**config.mk**
```make
export PLATFORM = sky130hd
export DESIGN_NAME = i2s_receiver
export DESIGN_NICKNAME = d
export VERILOG_FILES = /design/src/rtl/i2s_pkg.sv /design/src/rtl/i2s_edge_sync.sv /design/src/rtl/i2s_receiver.sv
export SDC_FILE = /design/constraint.sdc
export NUM_CORES = 1
export LEC_CHECK = 0
export CAP_MARGIN = 20
export CORE_MARGIN = 5
export CORE_UTILIZATION = 40
export DETAILED_ROUTE_END_ITERATION = 12
export PLACE_DENSITY = 0.68
export SLEW_MARGIN = 20
export SYNTH_ARGS = -nofsm -noshare
export SYNTH_HDL_FRONTEND = slang
export SYNTH_HIERARCHICAL = 1
export SYNTH_SLANG_ARGS = --single-unit
export TNS_END_PERCENT = 20
```
**constraint.sdc**
```tcl
create_clock -name clk -period 4.5 [get_ports clk]
set_clock_uncertainty 0.1 [all_clocks]
set_input_delay 1.125 -clock clk [delete_from_list [all_inputs] [get_ports clk]]
set_output_delay 1.125 -clock clk [all_outputs]
set_load 0.1 [all_outputs]
```
**src/rtl/i2s_pkg.sv**
```systemverilog
// rtl/i2s_pkg.sv - shared types and constants for the I2S receive path
// Contents: state_t word-alignment states, CH_LEFT/CH_RIGHT lrck levels.
package i2s_pkg;

    typedef enum logic [1:0] {
        HUNT       = 2'd0,
        RIGHT_SKIP = 2'd1,
        LEFT       = 2'd2,
        RIGHT      = 2'd3
    } state_t;

    localparam logic CH_LEFT  = 1'b0;
    localparam logic CH_RIGHT = 1'b1;

endpackage

```
**src/rtl/i2s_edge_sync.sv**
```systemverilog
// rtl/i2s_edge_sync.sv - N-stage synchroniser with per-bit rise detector
// Ports: clk, rst_n (sync active-low), din[W] async inputs,
//        sync[W] synchronised copy, rise[W] one-clk pulse on a synchronised 0->1.
module i2s_edge_sync #(
    parameter int N = 2,
    parameter int W = 1
) (
    input  logic         clk,
    input  logic         rst_n,
    input  logic [W-1:0] din,
    output logic [W-1:0] sync,
    output logic [W-1:0] rise
);

    logic [N-1:0][W-1:0] chain;
    logic [W-1:0]        prev;

    always_ff @(posedge clk) begin
        if (!rst_n) begin
            chain <= '0;
            prev  <= '0;
        end else begin
            chain <= {chain[N-2:0], din};
            prev  <= chain[N-1];
        end
    end

    assign sync = chain[N-1];
    assign rise = chain[N-1] & ~prev;

endmodule

```
**src/rtl/i2s_receiver.sv**
```systemverilog
// rtl/i2s_receiver.sv - I2S receive deserialiser producing stereo sample pairs
// Ports: clk, rst_n (sync active-low); bck, lrck, sdata serial link inputs;
//        out_left/out_right/out_valid/out_ready pair handshake;
//        overflow, frame_err sticky flags; clr_flags clears both.
module i2s_receiver
    import i2s_pkg::*;
#(
    parameter int SAMPLE_W    = 16,
    parameter int MAX_SLOT    = 64,
    parameter int SYNC_STAGES = 2
) (
    input  logic                clk,
    input  logic                rst_n,
    input  logic                bck,
    input  logic                lrck,
    input  logic                sdata,
    output logic [SAMPLE_W-1:0] out_left,
    output logic [SAMPLE_W-1:0] out_right,
    output logic                out_valid,
    input  logic                out_ready,
    output logic                overflow,
    output logic                frame_err,
    input  logic                clr_flags
);

    localparam int CNT_W = $clog2(MAX_SLOT + 1);
    localparam int POS_W = (SAMPLE_W > 1) ? $clog2(SAMPLE_W) : 1;

    logic                bck_s;
    logic                bck_rise;
    logic [1:0]          data_s;
    logic [1:0]          data_rise;
    logic                lrck_s;
    logic                sdata_s;

    logic [SAMPLE_W-1:0] sreg;
    logic [SAMPLE_W-1:0] word_now;
    logic [SAMPLE_W-1:0] left_hold;
    logic [SAMPLE_W-1:0] right_word;
    logic [CNT_W-1:0]    bit_cnt;
    logic [POS_W-1:0]    bit_pos;
    logic                lrck_q;
    logic                lr_edge;
    logic                pair_done;
    state_t              state;

    i2s_edge_sync #(.N(SYNC_STAGES), .W(1)) u_bck_sync (
        .clk  (clk),
        .rst_n(rst_n),
        .din  (bck),
        .sync (bck_s),
        .rise (bck_rise)
    );

    // Same depth as the bck chain so data and word select stay aligned to bck_rise.
    i2s_edge_sync #(.N(SYNC_STAGES), .W(2)) u_data_sync (
        .clk  (clk),
        .rst_n(rst_n),
        .din  ({sdata, lrck}),
        .sync (data_s),
        .rise (data_rise)
    );

    assign lrck_s  = data_s[0];
    assign sdata_s = data_s[1];
    assign lr_edge = (lrck_s != lrck_q);

    logic unused_ok;
    assign unused_ok = &{1'b0, bck_s, data_rise};

    // Word including the bit sampled on this rise; bits past SAMPLE_W are dropped.
    always_comb begin
        word_now = sreg;
        bit_pos  = POS_W'(SAMPLE_W - 1 - int'(bit_cnt));
        if (bit_cnt < CNT_W'(SAMPLE_W)) begin
            word_now[bit_pos] = sdata_s;
        end
    end

    always_ff @(posedge clk) begin
        if (!rst_n) begin
            sreg       <= '0;
            bit_cnt    <= '0;
            lrck_q     <= 1'b0;
            state      <= HUNT;
            left_hold  <= '0;
            right_word <= '0;
            pair_done  <= 1'b0;
            frame_err  <= 1'b0;
        end else begin
            pair_done <= 1'b0;
            if (clr_flags) begin
                frame_err <= 1'b0;
            end
            if (bck_rise) begin
                lrck_q <= lrck_s;
                if (lr_edge) begin
                    // The bit on the edge rise is the LSB slot of the word just ending.
                    sreg    <= '0;
                    bit_cnt <= '0;
                    case (state)
                        HUNT: begin
                            if (lrck_s == CH_LEFT) begin
                                state <= LEFT;
                            end else if (lrck_s == CH_RIGHT) begin
                                state <= RIGHT_SKIP;
                            end
                        end
                        RIGHT_SKIP: state <= LEFT;
                        LEFT: begin
                            left_hold <= word_now;
                            state     <= RIGHT;
                        end
                        RIGHT: begin
                            right_word <= word_now;
                            pair_done  <= 1'b1;
                            state      <= LEFT;
                        end
                        default: state <= HUNT;
                    endcase
                end else begin
                    sreg <= word_now;
                    if (bit_cnt < CNT_W'(MAX_SLOT)) begin
                        bit_cnt <= bit_cnt + CNT_W'(1);
                        if (bit_cnt == CNT_W'(MAX_SLOT - 1)) begin
                            frame_err <= 1'b1;
                            state     <= HUNT;
                        end
                    end
                end
            end
        end
    end

    // Output holding register: a pair arriving while the previous one is
    // still held and not being taken this cycle is dropped.
    always_ff @(posedge clk) begin
        if (!rst_n) begin
            out_left  <= '0;
            out_right <= '0;
            out_valid <= 1'b0;
            overflow  <= 1'b0;
        end else begin
            if (clr_flags) begin
                overflow <= 1'b0;
            end
            if (pair_done) begin
                if (!out_valid || out_ready) begin
                    out_left  <= left_hold;
                    out_right <= right_word;
                    out_valid <= 1'b1;
                end else begin
                    overflow <= 1'b1;
                end
            end else if (out_valid && out_ready) begin
                out_valid <= 1'b0;
            end
        end
    end

endmodule
```
=== Yosys cells after proc, flatten, opt, wreduce, memory -nomap -nowiden ===
Cells that the tools add are included.
W data, S select, Z words.

* Bits in registers: 101
* Input port bits: 7
* Word-level logic and storage cells: 71

* $add $sub $neg: 2
* $lt $le $gt $ge: 4
* Equality and inequality tests: 6
* Mux-type cells: 24
* Bitwise operators: 2
* Reduce and logical (&&, ||, !) cells: 16

{| class="wikitable"
|+ Operators by type and width
! kind !! count
|-
| $mux W16 || 2
|-
| $bwmux W16 || 1
|-
| $mux W7 || 2
|-
| $mux W1 || 13
|-
| $reduce_and A3 Y1 || 4
|-
| $mux W2 || 4
|-
| $add A7 B1 Y7 const B || 1
|-
| $eq A7 B6 Y1 const B || 1
|-
| $lt A7 B5 Y1 const B || 1
|-
| $lt A7 B7 Y1 const B || 1
|-
| $pmux W2 S3 || 1
|-
| $reduce_and A2 Y1 || 3
|-
| $reduce_bool A2 Y1 || 3
|-
| $lt A4 B5 Y1 const B || 1
|-
| $demux W1 S4 || 1
|-
| $eq A2 B2 Y1 const B || 2
|-
| $ge A4 B1 Y1 const B || 1
|-
| $sub A4 B4 Y4 const A || 1
|-
| $eq A2 B1 Y1 const B || 1
|-
| $logic_and A1 B1 Y1 || 2
|-
| $logic_not A2 Y1 || 1
|-
| $ne A2 B1 Y1 const B || 1
|-
| $reduce_or A2 Y1 || 1
|-
| $and A1 B1 Y1 || 1
|-
| 4 further kinds || 4
|}

=== Logic depth before layout (Yosys ltp) ===
* Depth after elaboration: 8
* Gate-level depth with buffers: 7
* Gate-level depth less buffers: 5

=== By module ===
Netlist, hierarchy kept.

{| class="wikitable"
|+ Modules (own cells, without submodules)
! module !! instances !! cells an instance !! area each (um2)
|-
| i2s_receiver || 1 || 497 || 4286.6
|-
| i2s_edge_sync at u_data_sync || 1 || 16 || 185.2
|-
| i2s_edge_sync at u_bck_sync || 1 || 7 || 92.6
|}

=== Least setup slack after synthesis ===
Ideal clock, no wire load.

* Kind: input-to-reg
* Start: input rst_n
* End: register sreg[2]
* Arrival: 2.037 ns
* Data required time: 4.337 ns
* Slack: 2.300 ns
* Stages: 6
* Path through: buf_2 -> nor2b_1 -> clkbuf_1 -> clkbuf_1 -> nand2_1 -> nand3_1

{| class="wikitable"
|+ RTL lines
! item !! line !! source
|-
| start: declaration || i2s_receiver.sv:13 || <nowiki>input logic rst_n,</nowiki>
|-
| end signal: assignment || i2s_receiver.sv:122 || <nowiki>sreg <= word_now;</nowiki>
|-
| end: declaration || i2s_receiver.sv:36 || <nowiki>logic [SAMPLE_W-1:0] sreg;</nowiki>
|}

=== Worst setup path in the final report ===
* Start: register out_valid
* End: output out_valid

{| class="wikitable"
|+ RTL lines
! item !! line !! source
|-
| start: declaration || i2s_receiver.sv:19 || <nowiki>output logic out_valid,</nowiki>
|-
| start signal: assignment || i2s_receiver.sv:141 || <nowiki>out_valid <= 1'b0;</nowiki>
|-
| start signal: assignment || i2s_receiver.sv:151 || <nowiki>out_valid <= 1'b1;</nowiki>
|-
| start signal: assignment || i2s_receiver.sv:156 || <nowiki>out_valid <= 1'b0;</nowiki>
|}

No word-level cell between the ends.

==> impl_results.rst <==
.. list-table::
   :header-rows: 1

   * - Metric
     - Value
   * - Share of post-route cells with drive strength above 1
     - 6.37%
   * - Min Hold Slack
     - between 0.3 and 0.4 ns
   * - Vias in the first global route
     - roughly 3,500
   * - CP Data Required Time
     - 3.27 ns
   * - Final setup fails
     - 0
   * - Peak fanout along the critical path
     - 3
   * - Placed Area
     - roughly 4800 um2
   * - Worst reg2reg path endpoint
     - left_hold[13]
   * - Crit share post-route
     - 68.8%
   * - Total setup buffers inserted after CTS
     - 0
   * - Post-route cell area
     - 5150 um2
   * - Biggest cell delay along the critical path
     - about 1.2 ns
   * - Core Box Area
     - 10,900 um2
   * - Overall via count from detail_route
     - 3,869
   * - Power density normalized to cell area
     - 334 nW/um2
   * - Number of hold violations in the final report
     - 0
   * - Max IR drop VDD
     - 182 uV
   * - Kind of start point of the critical path
     - flop
   * - Netlist area before placement
     - 4500 um2
   * - Count of routing violations after the opening detailed-route iteration
     - between 400 and 500
   * - Overflow left after global routing
     - 0
   * - Post-detailed-route wirelength per cell
     - 16.8 um
   * - Ports placed on the boundary
     - 42
   * - Post-DRT Antenna Nets
     - 0
   * - Via/cell ratio
     - about 6
   * - Buffer and inverter count on the worst path
     - 1
   * - Hold buffers post-CTS
     - 0
   * - Pin count of the biggest net entering global routing
     - 60
   * - Detail Placement HPWL
     - roughly 7200 um
   * - Clock Sink Count
     - between 100 and 150
   * - Die outline height
     - 116 um
   * - Max Buffers Root-to-Sink
     - 2
   * - Starting Density
     - 41.1%
   * - Clock tree root buffer cell
     - clkbuf_16
   * - Iteration count of the initial detailed-routing pass
     - 5
   * - Worst-path cell with the longest stage delay
     - clkdlybuf4s50_1
   * - Cells traversed along the worst timing path
     - clkdlybuf4s50_1
   * - Data arrival, critical path
     - about 1.9 ns
   * - Worst Max-Slew Pin Slew
     - 0.998 ns
   * - Max-slew violations
     - 0
   * - Total wirelength of the detailed-routed design
     - 11,000 um
   * - Number of antenna violations at the first check in global routing
     - 0
   * - PostCTS Resize Cnt
     - 0
   * - Global-route wire length before repair
     - between 15,000 and 20,000 um
   * - Setup slack of the most critical reg-to-reg path
     - roughly 1.8 ns
   * - Number of nets produced by synthesis
     - between 500 and 600
   * - Worst Min Path Start
     - u_bck_sync/chain[0]
   * - Max-capacitance violation count
     - 0
   * - Level count of the clock H-tree
     - 3
   * - WS Path Type
     - reg -> out
   * - Crit path time final
     - 3.09 ns
   * - Cell family contributing the most delay on the critical path
     - buffers and inverters
   * - Power Total
     - roughly 0.0017 W
   * - Top achievable clock speed
     - 0.323 GHz
   * - IO Port Bufs
     - a little over 40
   * - Cell row count
     - 38
   * - R2r startpoint
     - u_bck_sync/sync
   * - Area of the die
     - around 13,000 um2
   * - Leakage power
     - 1.63 nW
   * - Final worst setup slack
     - 1.41 ns
   * - Diodes inserted
     - 0
   * - Worst Setup End Kind
     - primary output
   * - R2R cell count
     - 4
   * - Cell count of the worst hold path
     - 1
   * - Clock-pin slew of the registers on the worst-case setup and hold paths
     - 0.08 ns
   * - Gate count after technology mapping
     - just over 500
   * - Worst Hold Path EP
     - u_bck_sync/sync
   * - Area growth, synth to finish
     - 14.5%
   * - Total Routing Usage GR
     - between 15 and 20%
   * - Clk_lat worst skew
     - 0.35 ns
   * - DRC violation count after routing
     - 0
   * - Mean instance size in the synthesized netlist
     - 8.75 um2
   * - Final Net Count
     - 524
   * - Path class of the lowest-slack min-delay path
     - reg -> reg
   * - Horizontal extent of the die
     - between 100 and 150 um
   * - Number of buffers created by CTS
     - 9
   * - Number of warning messages in the yosys log
     - 6
   * - RSZ-0062 raised after global routing
     - no
   * - CTS tree
     - built
   * - Final sum of negative setup slack
     - 0 ns
   * - Worst slew slack as a fraction of its limit
     - 33.4%
   * - Worst setup slack before clock tree synthesis
     - 1.29 ns
   * - Status
     - finished, final reports clean
   * - Final weighted congestion in routability-driven placement
     - 0.847
[cells in the final DEF, fill, tap and decap left out, types with 12 or more instances in the layout]
cell type and n:
dfxtp_1 101, a21oi_1 70, nand3_1 50, clkdlybuf4s50_1 41, nand2_1 39, o21ai_0 36, a311oi_1 32, o2111ai_1 16
nand4_1 16, o21ai_1 12
[power breakdown]
part           leakage [nW]  internal [W]  total [W]  switching (W)
Clock                 0.138      0.000390   0.000761       0.000372
Sequential            0.815      0.000897   0.000900     0.00000344
Combinational         0.672     0.0000185  0.0000611      0.0000426
Total                  1.63       0.00130    0.00172       0.000418
[metal layers]
metal	share of wire, %	track usage [%]
met4	1.6	5.72
met3	5.2	3.13
met1	46	22.9
met2	47	26.3
met5	0	0
[worst reg2reg max path, stage by stage, from the launching register on]
cell,delay [ns]
dfxtp_1,0.33
nor2b_4,0.38
and3b_1,0.70
and2_0,0.80
a311oi_1,0.20
[state kept, by name (all words and copies together), names as in the netlist, 2 cells and up]
name               flops
u_data_sync/chain      2
right_word            16
out_right             16
u_data_sync/sync       2
bit_cnt                7
state                  2
sreg                  16
left_hold             16
out_left              16
[layout make-up]
class                      count  area (um2)
clock inverter                 7        71.3
multi-input combinational    348        2180
inverter                       6        22.5
clock buffer                   9         225
sequential                   101        2020
tap                          140         175
timing repair buffer          47         455
fill                        1077        5790
[per-stage QoR]
stage               util, %  std cells
global placement       44.3        642
floorplan                 -        514
global route           47.1        658
CTS                    47.0        658
finish                 47.1        658
detailed placement     44.3        642
[how the worst max path moves through the flow]
stage / depth (start not counted) / slack (ns) / start / end
6_report: 1 / 1.41 / out_valid / out_valid
5_1_grt: 1 / 1.35 / out_valid / out_valid
4_1_cts: 1 / 1.41 / out_right[1] / out_right[1]
3_5_place_dp: 5 / 1.29 / rst_n / sreg[8]
3_3_place_gp: 5 / 1.32 / rst_n / sreg[2]
2_1_floorplan: 6 / 2.30 / rst_n / sreg[2]
Power figures use the tool's default switching activity.
